## src/rtl/fetch_stage_if.sv

```systemverilog
// rtl/fetch_stage_if.sv - instruction memory read bus between fetch and the instruction memory
interface fetch_stage_if #(
  parameter int ADDR_W  = 16,
  parameter int INSTR_W = 17
);
  logic [ADDR_W-1:0]  im_addr;
  logic               im_rd_en;
  logic [INSTR_W-1:0] im_rdata;

  // fetch side issues reads and consumes read data
  modport master (
    output im_addr,
    output im_rd_en,
    input  im_rdata
  );

  // memory side answers one cycle after a read enable
  modport slave (
    input  im_addr,
    input  im_rd_en,
    output im_rdata
  );
endinterface

```

## src/rtl/fetch_stage.sv

```systemverilog
// rtl/fetch_stage.sv - instruction fetch stage with skid register and redirect
module fetch_stage #(
  parameter int                ADDR_W   = 16,
  parameter int                INSTR_W  = 17,
  parameter logic [ADDR_W-1:0] RESET_PC = '0
) (
  input  logic               clk,
  input  logic               rst,
  input  logic               stall_IM_ID,
  input  logic               flow_change_ID_EX,
  input  logic [ADDR_W-1:0]  dst_ID_EX,
  fetch_stage_if.master      im,
  output logic [INSTR_W-1:0] instr,
  output logic               instr_vld,
  output logic [ADDR_W-1:0]  nxt_pc_IM_ID,
  output logic [ADDR_W-1:0]  nxt_pc_ID_EX
);

  logic [ADDR_W-1:0]  pc;
  logic               rsp_vld;
  logic [ADDR_W-1:0]  rsp_pc;
  logic               skid_vld;
  logic [INSTR_W-1:0] skid_instr;
  logic [ADDR_W-1:0]  skid_pc;

  logic               src_vld;
  logic [ADDR_W-1:0]  src_pc;
  logic [INSTR_W-1:0] src_instr;

  // Read issue: redirect beats stall; reset suppresses all reads
  always_comb begin
    im.im_addr  = pc;
    im.im_rd_en = 1'b0;
    if (!rst) begin
      if (flow_change_ID_EX) begin
        im.im_addr  = dst_ID_EX;
        im.im_rd_en = 1'b1;
      end else if (!stall_IM_ID) begin
        im.im_rd_en = 1'b1;
      end
    end
  end

  // Instruction presented to decode: a held skid entry beats the live memory response
  always_comb begin
    src_vld   = 1'b0;
    src_pc    = rsp_pc;
    src_instr = '0;
    if (!rst) begin
      if (skid_vld) begin
        src_vld   = 1'b1;
        src_pc    = skid_pc;
        src_instr = skid_instr;
      end else if (rsp_vld) begin
        src_vld   = 1'b1;
        src_pc    = rsp_pc;
        src_instr = im.im_rdata;
      end
    end
    instr     = src_instr;
    instr_vld = src_vld;
  end

  // PC, response tracking, skid capture and next-PC pipeline
  always_ff @(posedge clk) begin
    if (rst) begin
      pc           <= RESET_PC;
      rsp_vld      <= 1'b0;
      skid_vld     <= 1'b0;
      nxt_pc_IM_ID <= '0;
      nxt_pc_ID_EX <= '0;
    end else begin
      nxt_pc_ID_EX <= nxt_pc_IM_ID;
      if (!stall_IM_ID) begin
        nxt_pc_IM_ID <= src_vld ? src_pc + ADDR_W'(1) : '0;
      end
      if (flow_change_ID_EX) begin
        // wrong-path response and any held skid entry are dropped here
        pc       <= dst_ID_EX + ADDR_W'(1);
        rsp_vld  <= 1'b1;
        rsp_pc   <= dst_ID_EX;
        skid_vld <= 1'b0;
      end else if (stall_IM_ID) begin
        rsp_vld <= 1'b0;
        // only the response already in flight when the stall began needs saving
        if (rsp_vld && !skid_vld) begin
          skid_instr <= im.im_rdata;
          skid_pc    <= rsp_pc;
          skid_vld   <= 1'b1;
        end
      end else begin
        pc       <= pc + ADDR_W'(1);
        rsp_vld  <= 1'b1;
        rsp_pc   <= pc;
        skid_vld <= 1'b0;
      end
    end
  end

endmodule

```

## src/flat_wrapper.sv

```systemverilog
// flat-port wrapper written by rule: the top's interface ports become plain ports
module fetch_stage_flat 
#(
  parameter int                ADDR_W   = 16,
  parameter int                INSTR_W  = 17,
  parameter logic [ADDR_W-1:0] RESET_PC = '0
)
  (clk, rst, stall_IM_ID, flow_change_ID_EX, dst_ID_EX, instr, instr_vld, nxt_pc_IM_ID, nxt_pc_ID_EX, im_im_addr, im_im_rd_en, im_im_rdata);
  fetch_stage_if #(.ADDR_W(ADDR_W), .INSTR_W(INSTR_W)) im_i ();
  input  logic clk;
  input  logic rst;
  input  logic stall_IM_ID;
  input  logic flow_change_ID_EX;
  input  logic [ADDR_W-1:0] dst_ID_EX;
  output logic [INSTR_W-1:0] instr;
  output logic instr_vld;
  output logic [ADDR_W-1:0] nxt_pc_IM_ID;
  output logic [ADDR_W-1:0] nxt_pc_ID_EX;
  output wire logic [$bits(im_i.im_addr)-1:0] im_im_addr;
  output wire logic [$bits(im_i.im_rd_en)-1:0] im_im_rd_en;
  input wire logic [$bits(im_i.im_rdata)-1:0] im_im_rdata;
  assign im_im_addr = im_i.im_addr;
  assign im_im_rd_en = im_i.im_rd_en;
  assign im_i.im_rdata = im_im_rdata;
  fetch_stage #(.ADDR_W(ADDR_W), .INSTR_W(INSTR_W), .RESET_PC(RESET_PC)) u_core (.clk(clk), .rst(rst), .stall_IM_ID(stall_IM_ID), .flow_change_ID_EX(flow_change_ID_EX), .dst_ID_EX(dst_ID_EX), .im(im_i), .instr(instr), .instr_vld(instr_vld), .nxt_pc_IM_ID(nxt_pc_IM_ID), .nxt_pc_ID_EX(nxt_pc_ID_EX));
endmodule
```

## config.mk

```make
export PLATFORM = sky130hd
export DESIGN_NAME = fetch_stage_flat
export DESIGN_NICKNAME = d
export VERILOG_FILES = /design/src/rtl/fetch_stage_if.sv /design/src/rtl/fetch_stage.sv /design/src/flat_wrapper.sv
export SDC_FILE = /design/constraint.sdc
export NUM_CORES = 1
export LEC_CHECK = 0
export ABC_CLOCK_PERIOD_IN_PS = 3300
export CAP_MARGIN = 20
export CORE_UTILIZATION = 50
export CTS_BUF_LIST = sky130_fd_sc_hd__clkbuf_8
export DETAILED_ROUTE_END_ITERATION = 8
export DONT_BUFFER_PORTS = 1
export GPL_TIMING_DRIVEN = 0
export PLACE_DENSITY_LB_ADDON = 0.25
export SLEW_MARGIN = 30
export SYNTH_ARGS = -nofsm -noshare
export SYNTH_HDL_FRONTEND = slang
export SYNTH_SLANG_ARGS = --single-unit
```

## constraint.sdc

```tcl
create_clock -name clk -period 3.3 [get_ports clk]
set_clock_uncertainty 0.2 [all_clocks]
set_input_delay 0.495 -clock clk [delete_from_list [all_inputs] [get_ports clk]]
set_output_delay 0.495 -clock clk [all_outputs]
set_load 0.1 [all_outputs]
```

# After elaboration in Yosys (flattened, before gate mapping)
# Index checks and enable logic that the tools add are counted.
word_totals:
  out_inout_bits: 67
  register_bits: 99
op_classes:
  bitwise_logic: 3
  n_eq_ne: 1
  n_reduce_logical: 5
  muxes: 18
  n_addsub: 3
ops:
  columns: ["cell", "n"]
  rows:
  - ["$mux 16", 9]
  - ["$mux 17", 3]
  - ["$add 16x1->16 const B", 3]
  - ["$mux 1", 6]
  - ["$reduce_and 4->1", 1]
  - ["$not 1->1", 3]
  - ["$reduce_or 3->1", 1]
  - ["$ne 2x1->1 const B", 1]
  - ["$reduce_and 2->1", 1]
  - ["$logic_and 1x1->1", 1]
  - ["$logic_not 1->1", 1]

# Longest topological paths before layout
logic_depth:
  ltp_word: 4
  ltp_mapped: 13
  depth_no_buf: 9

# Worst setup path before layout
# Ideal clock, no wire load.
synth_timing:
  path_kind: "input -> register"
  from: "input port rst"
  to: "register u_core.nxt_pc_IM_ID[14]"
  required_ns: 2.983
  t_arrival_ns: 2.727
  path_slack_ns: 0.256
  path_stages: 12
  path_buffers: 3
  path_cell_list: "nor2b_1 clkbuf_1 buf_2 clkbuf_1 nand2_1 nand2_1 ha_1 and4_1 mux2_2 nand4_1 or3_1 a32o_1"
synth_between:
  elab_chain_cells: 3
  word_cells_on_any_way: 4
  cone_classes: "add/sub: 1; mux: 3"
synth_rtl:
  columns: ["element", "line_no", "source"]
  rows:
  - ["from (decl)", "flat_wrapper.sv:11", "input logic rst;"]
  - ["$mux 16", "fetch_stage.sv:49", "if (!rst) begin"]
  - ["$add 16x1->16", "fetch_stage.sv:75", "nxt_pc_IM_ID <= src_vld ? src_pc + ADDR_W'(1) : '0;"]
  - ["$mux 16", "fetch_stage.sv:75", null]
  - ["to (signal assigned)", "fetch_stage.sv:75", null]
  - ["to (decl)", "fetch_stage.sv:15", "output logic [ADDR_W-1:0] nxt_pc_IM_ID,"]
# Parallel ways exist; a longest one is shown, timed or not.
# A chain may end at the register's enable or synchronous reset.

# Worst setup path in the final report
layout_timing:
  from: "register u_core.skid_vld"
  to: "output port instr[3]"
layout_between:
  elab_chain_cells: 2
layout_rtl:
  columns: ["element", "line_no", "source"]
  rows:
  - ["from (decl)", "fetch_stage.sv:22", "logic skid_vld;"]
  - ["from (signal assigned)", "fetch_stage.sv:69", "skid_vld <= 1'b0;"]
  - ["from (signal assigned)", "fetch_stage.sv:82", "skid_vld <= 1'b0;"]
  - ["from (signal assigned)", "fetch_stage.sv:89", "skid_vld <= 1'b1;"]
  - ["$mux 17", "fetch_stage.sv:50", "if (skid_vld) begin"]
  - ["$mux 17", "fetch_stage.sv:49", null]
  - ["to (decl)", "flat_wrapper.sv:15", "output logic [INSTR_W-1:0] instr;"]
# Every way passes these cells.

==> metrics.yaml <==
run_status:
  status: "finished, violations left"
  violations: "DRC"
critical_path:
  worst-path-max-fanout: 10
  r2r-start: "u_core.skid_vld"
  critPathTopFamily: "compound AO/OA/AOI/OAI gates"
  crit_chain: "clkbuf_4, nor2b_1, buf_2, buf_6, buf_4, a22o_1"
  slowest_stage: "a22o_1"
  required_ns: 2.60
  end_kind: "output pin"
  slowest_delay_ns: 0.80
  crit_path_start: "u_core.skid_vld"
  critPathBufInv: 4
  worst_ep_arrival_time_ns: 2.35
  critical_path_class: "flop to output pin"
  startpoint_type: "flop"
synthesis:
  yosysTopAreaCell: "edfxtp_1"
  synth_area_per_cell_um2: 11.0
  synthAdderAreaFrac_pct: 0.543
  synth_area_leaders: "edfxtp_1, dfxtp_1, mux2_2"
  synth_flop_cell: "dfxtp_1"
  ys_types: 52
  syn_area_mm2: 0.00461
  syn-num-nets: 457
  synth_edf_count: 49
  synth-simple-area-share_pct: 16.7
  synthCells: 418
  yosysSeqAreaShare_pct: 53.6
  yosys.area.top_type_share_pct: 31.9
  synth.area.mux_share_pct: 11.8
  synth_top_family_by_area: "simple AND/OR/NAND/NOR gates"
  synth_xor_area_share_pct: 2.66
  ys_seq_elements: 99
  ys.warnings.count: 0
  ys_async_sr_fraction_pct: 0
  synth-compound-area-share_pct: 12.0
sta:
  maxSlewHeadroom_pct: 35.3
  grt_setup_unrepaired: "no"
  fin_crit_ns: 3.04
  drv_slew: 0
  hold_viol_final: 0
  setup_viol_count_final: 0
  worstMarginPinSlew_ns: 0.969
  fin_crit_sh_pct: 92.2
  fin_hold_ws_ns: 0.0275
  tns_ns: 0
  fmax_mhz: 329
global_route:
  antenna_found_initial: 0
  grt_start_max_net_pins: 34
  track_usage_pct: 21.3
  grt_pass1_vias: 3155
  overflow: 0
  grt_pass1_wl_um: 16100
floorplanning:
  io_pins: 104
  start_util_pct: 52.4
  coreArea_mm2: 0.00881
  dieArea_mm2: 0.00961
  row_count: 34
  die_height_um: 98.0
  die_x_um: 98.0
worst_hold_path:
  hold_path_class: "primary input to flop"
  min_from: "im_im_rdata[2]"
finish:
  stdcell_count: 557
  fin_util_pct: 58.4
  fill_cells: 743
  syn_to_final_growth_pct: 11.5
  diodes: 0
  drive_gt1_share_pct: 17.8
  fin_nets: 483
routing:
  wl_met2_um: 4680
  firstDrtPassIters: 6
  routed.top_layer: "met4"
  drc_errors: 6
  dr_total_vias: 3344
  via_per_inst: 6.00
  avgRoutedWirePerCell_um: 18.3
  ant_nets: 0
  drtIter0Drc: 138
  m1WireLength_um: 4590
  wl_met3_um: 642
  wl_um: 10200
placed_design:
  routabilityCongestion: 0.861
  portBuffers: 0
  dp_hpwl_um: 7370
  dp_cells: 527
cts:
  cts_setup_buffers: 0
  cts_buffer_depth: 2
  clock_sinks: 99
  clock_latency_ns: 0.37
  cts-root-buf: "clkbuf_8"
  cts_buffers: 9
  htreeDepth: 3
  tritoncts: "yes"
  clkTransAtPathRegs_ns: 0.09
power:
  ir_drop_mv: 0.221
  p_leak_nw: 1.89
  power_density_mw_per_mm2: 532
flow_run:
  maxCapViolCount: 0
[flip-flops by register name, summed over array words and instances, names as in the netlist]
name and flops:
u_core.rsp_vld 1, u_core.nxt_pc_ID_EX 16, u_core.skid_pc 16, u_core.rsp_pc 16
u_core.pc 16, u_core.skid_vld 1, u_core.skid_instr 17, u_core.nxt_pc_IM_ID 16
[final timing paths]
path,endpoint,slack (ns),cells after the start
worst max-delay path,instr[3],0.26,6
worst min-delay path,u_core.skid_instr[2],0.03,0
worst max register to register,u_core.nxt_pc_IM_ID[14],0.26,13
worst min register to register,u_core.skid_pc[1],0.26,0
[Yosys cell counts, types with 3 or more instances]
master and n:
nand3b_1 3, nand4_1 7, mux2_2 33, or3_1 4, mux2i_1 17, edfxtp_1 49
a311o_1 4, nand2_1 58, nand3_1 14, nor2b_1 19, buf_2 6, nand4b_1 3
inv_1 7, nor2_1 17, and3_1 3, and4_1 6, a32o_1 5, a21oi_1 12
a22o_1 16, xor2_1 6, o41ai_1 3, nor3b_1 3, and2_1 4, clkbuf_1 15
dfxtp_1 50, xnor2_1 8, o21ai_0 12
[repair_timing]
action / CTS / global route
cloned: 0 / 0
hold endpoints to repair: 0 / 13
hold buffers: 0 / 13
setup endpoints to repair: 18 / 28
resized for setup: 13 / 10
pin swaps: 0 / 0
[placed cells by master, fill, tap and decap left out, types with 7 or more instances in the layout]
| master | n |
|---|---|
| mux2_2 | 32 |
| o21ai_0 | 12 |
| nor2b_1 | 19 |
| edfxtp_1 | 49 |
| a22o_2 | 10 |
| xnor2_1 | 8 |
| nand3_1 | 14 |
| nand2_1 | 58 |
| mux2i_1 | 17 |
| clkbuf_1 | 12 |
| nor2_1 | 16 |
| dlygate4sd3_1 | 13 |
| a21oi_1 | 12 |
| clkbuf_8 | 10 |
| dfxtp_1 | 50 |
| nand4_1 | 7 |
[per-stage QoR]
stage	instance area [um^2]	setup slack (ns)	total power, mW
2_1_floorplan	4610	0.256	1.91
3_3_place_gp	4750	-0.418	1.97
3_5_place_dp	4770	-0.284	1.98
4_1_cts	4980	0.0271	2.72
5_1_grt	5140	0.0326	2.83
6_report	5140	0.258	2.73
[routing by layer]
metal,up-vias,track usage [%]
met2,118,33.5
met5,-,0
met3,21,5.01
met4,0,10.1
met1,1598,27.9
li1,1607,-
[power by group]
part	switching, mW	total (mW)	internal (mW)
logic	0.373	0.491	0.118
registers	0.133	1.48	1.35
clock network	0.453	0.763	0.310
total	0.959	2.73	1.77
[cells by family after synthesis]
family          count (synthesis)
xor+xnor                       14
mux                            50
flops                          99
fa+ha+maj                       2
buf+inv                        29
simple gates                  150
compound gates                 74
[cell type report]
| cell class | count | area [um^2] | share of cell area [%] |
|---|---|---|---|
| Buffer | 22 | 113 | 2.19 |
| Clock buffer | 10 | 138 | 2.68 |
| Clock inverter | 6 | 55.1 | 1.07 |
| Sequential cell | 99 | 2470 | 48.1 |
| Timing Repair Buffer | 15 | 155 | 3.02 |
| Inverter | 7 | 26.3 | 0.511 |
| Tap cell | 108 | 135 | 2.63 |
| Multi-Input combinational cell | 290 | 2050 | 39.8 |
Note: power is estimated with default switching activity, not from simulation.
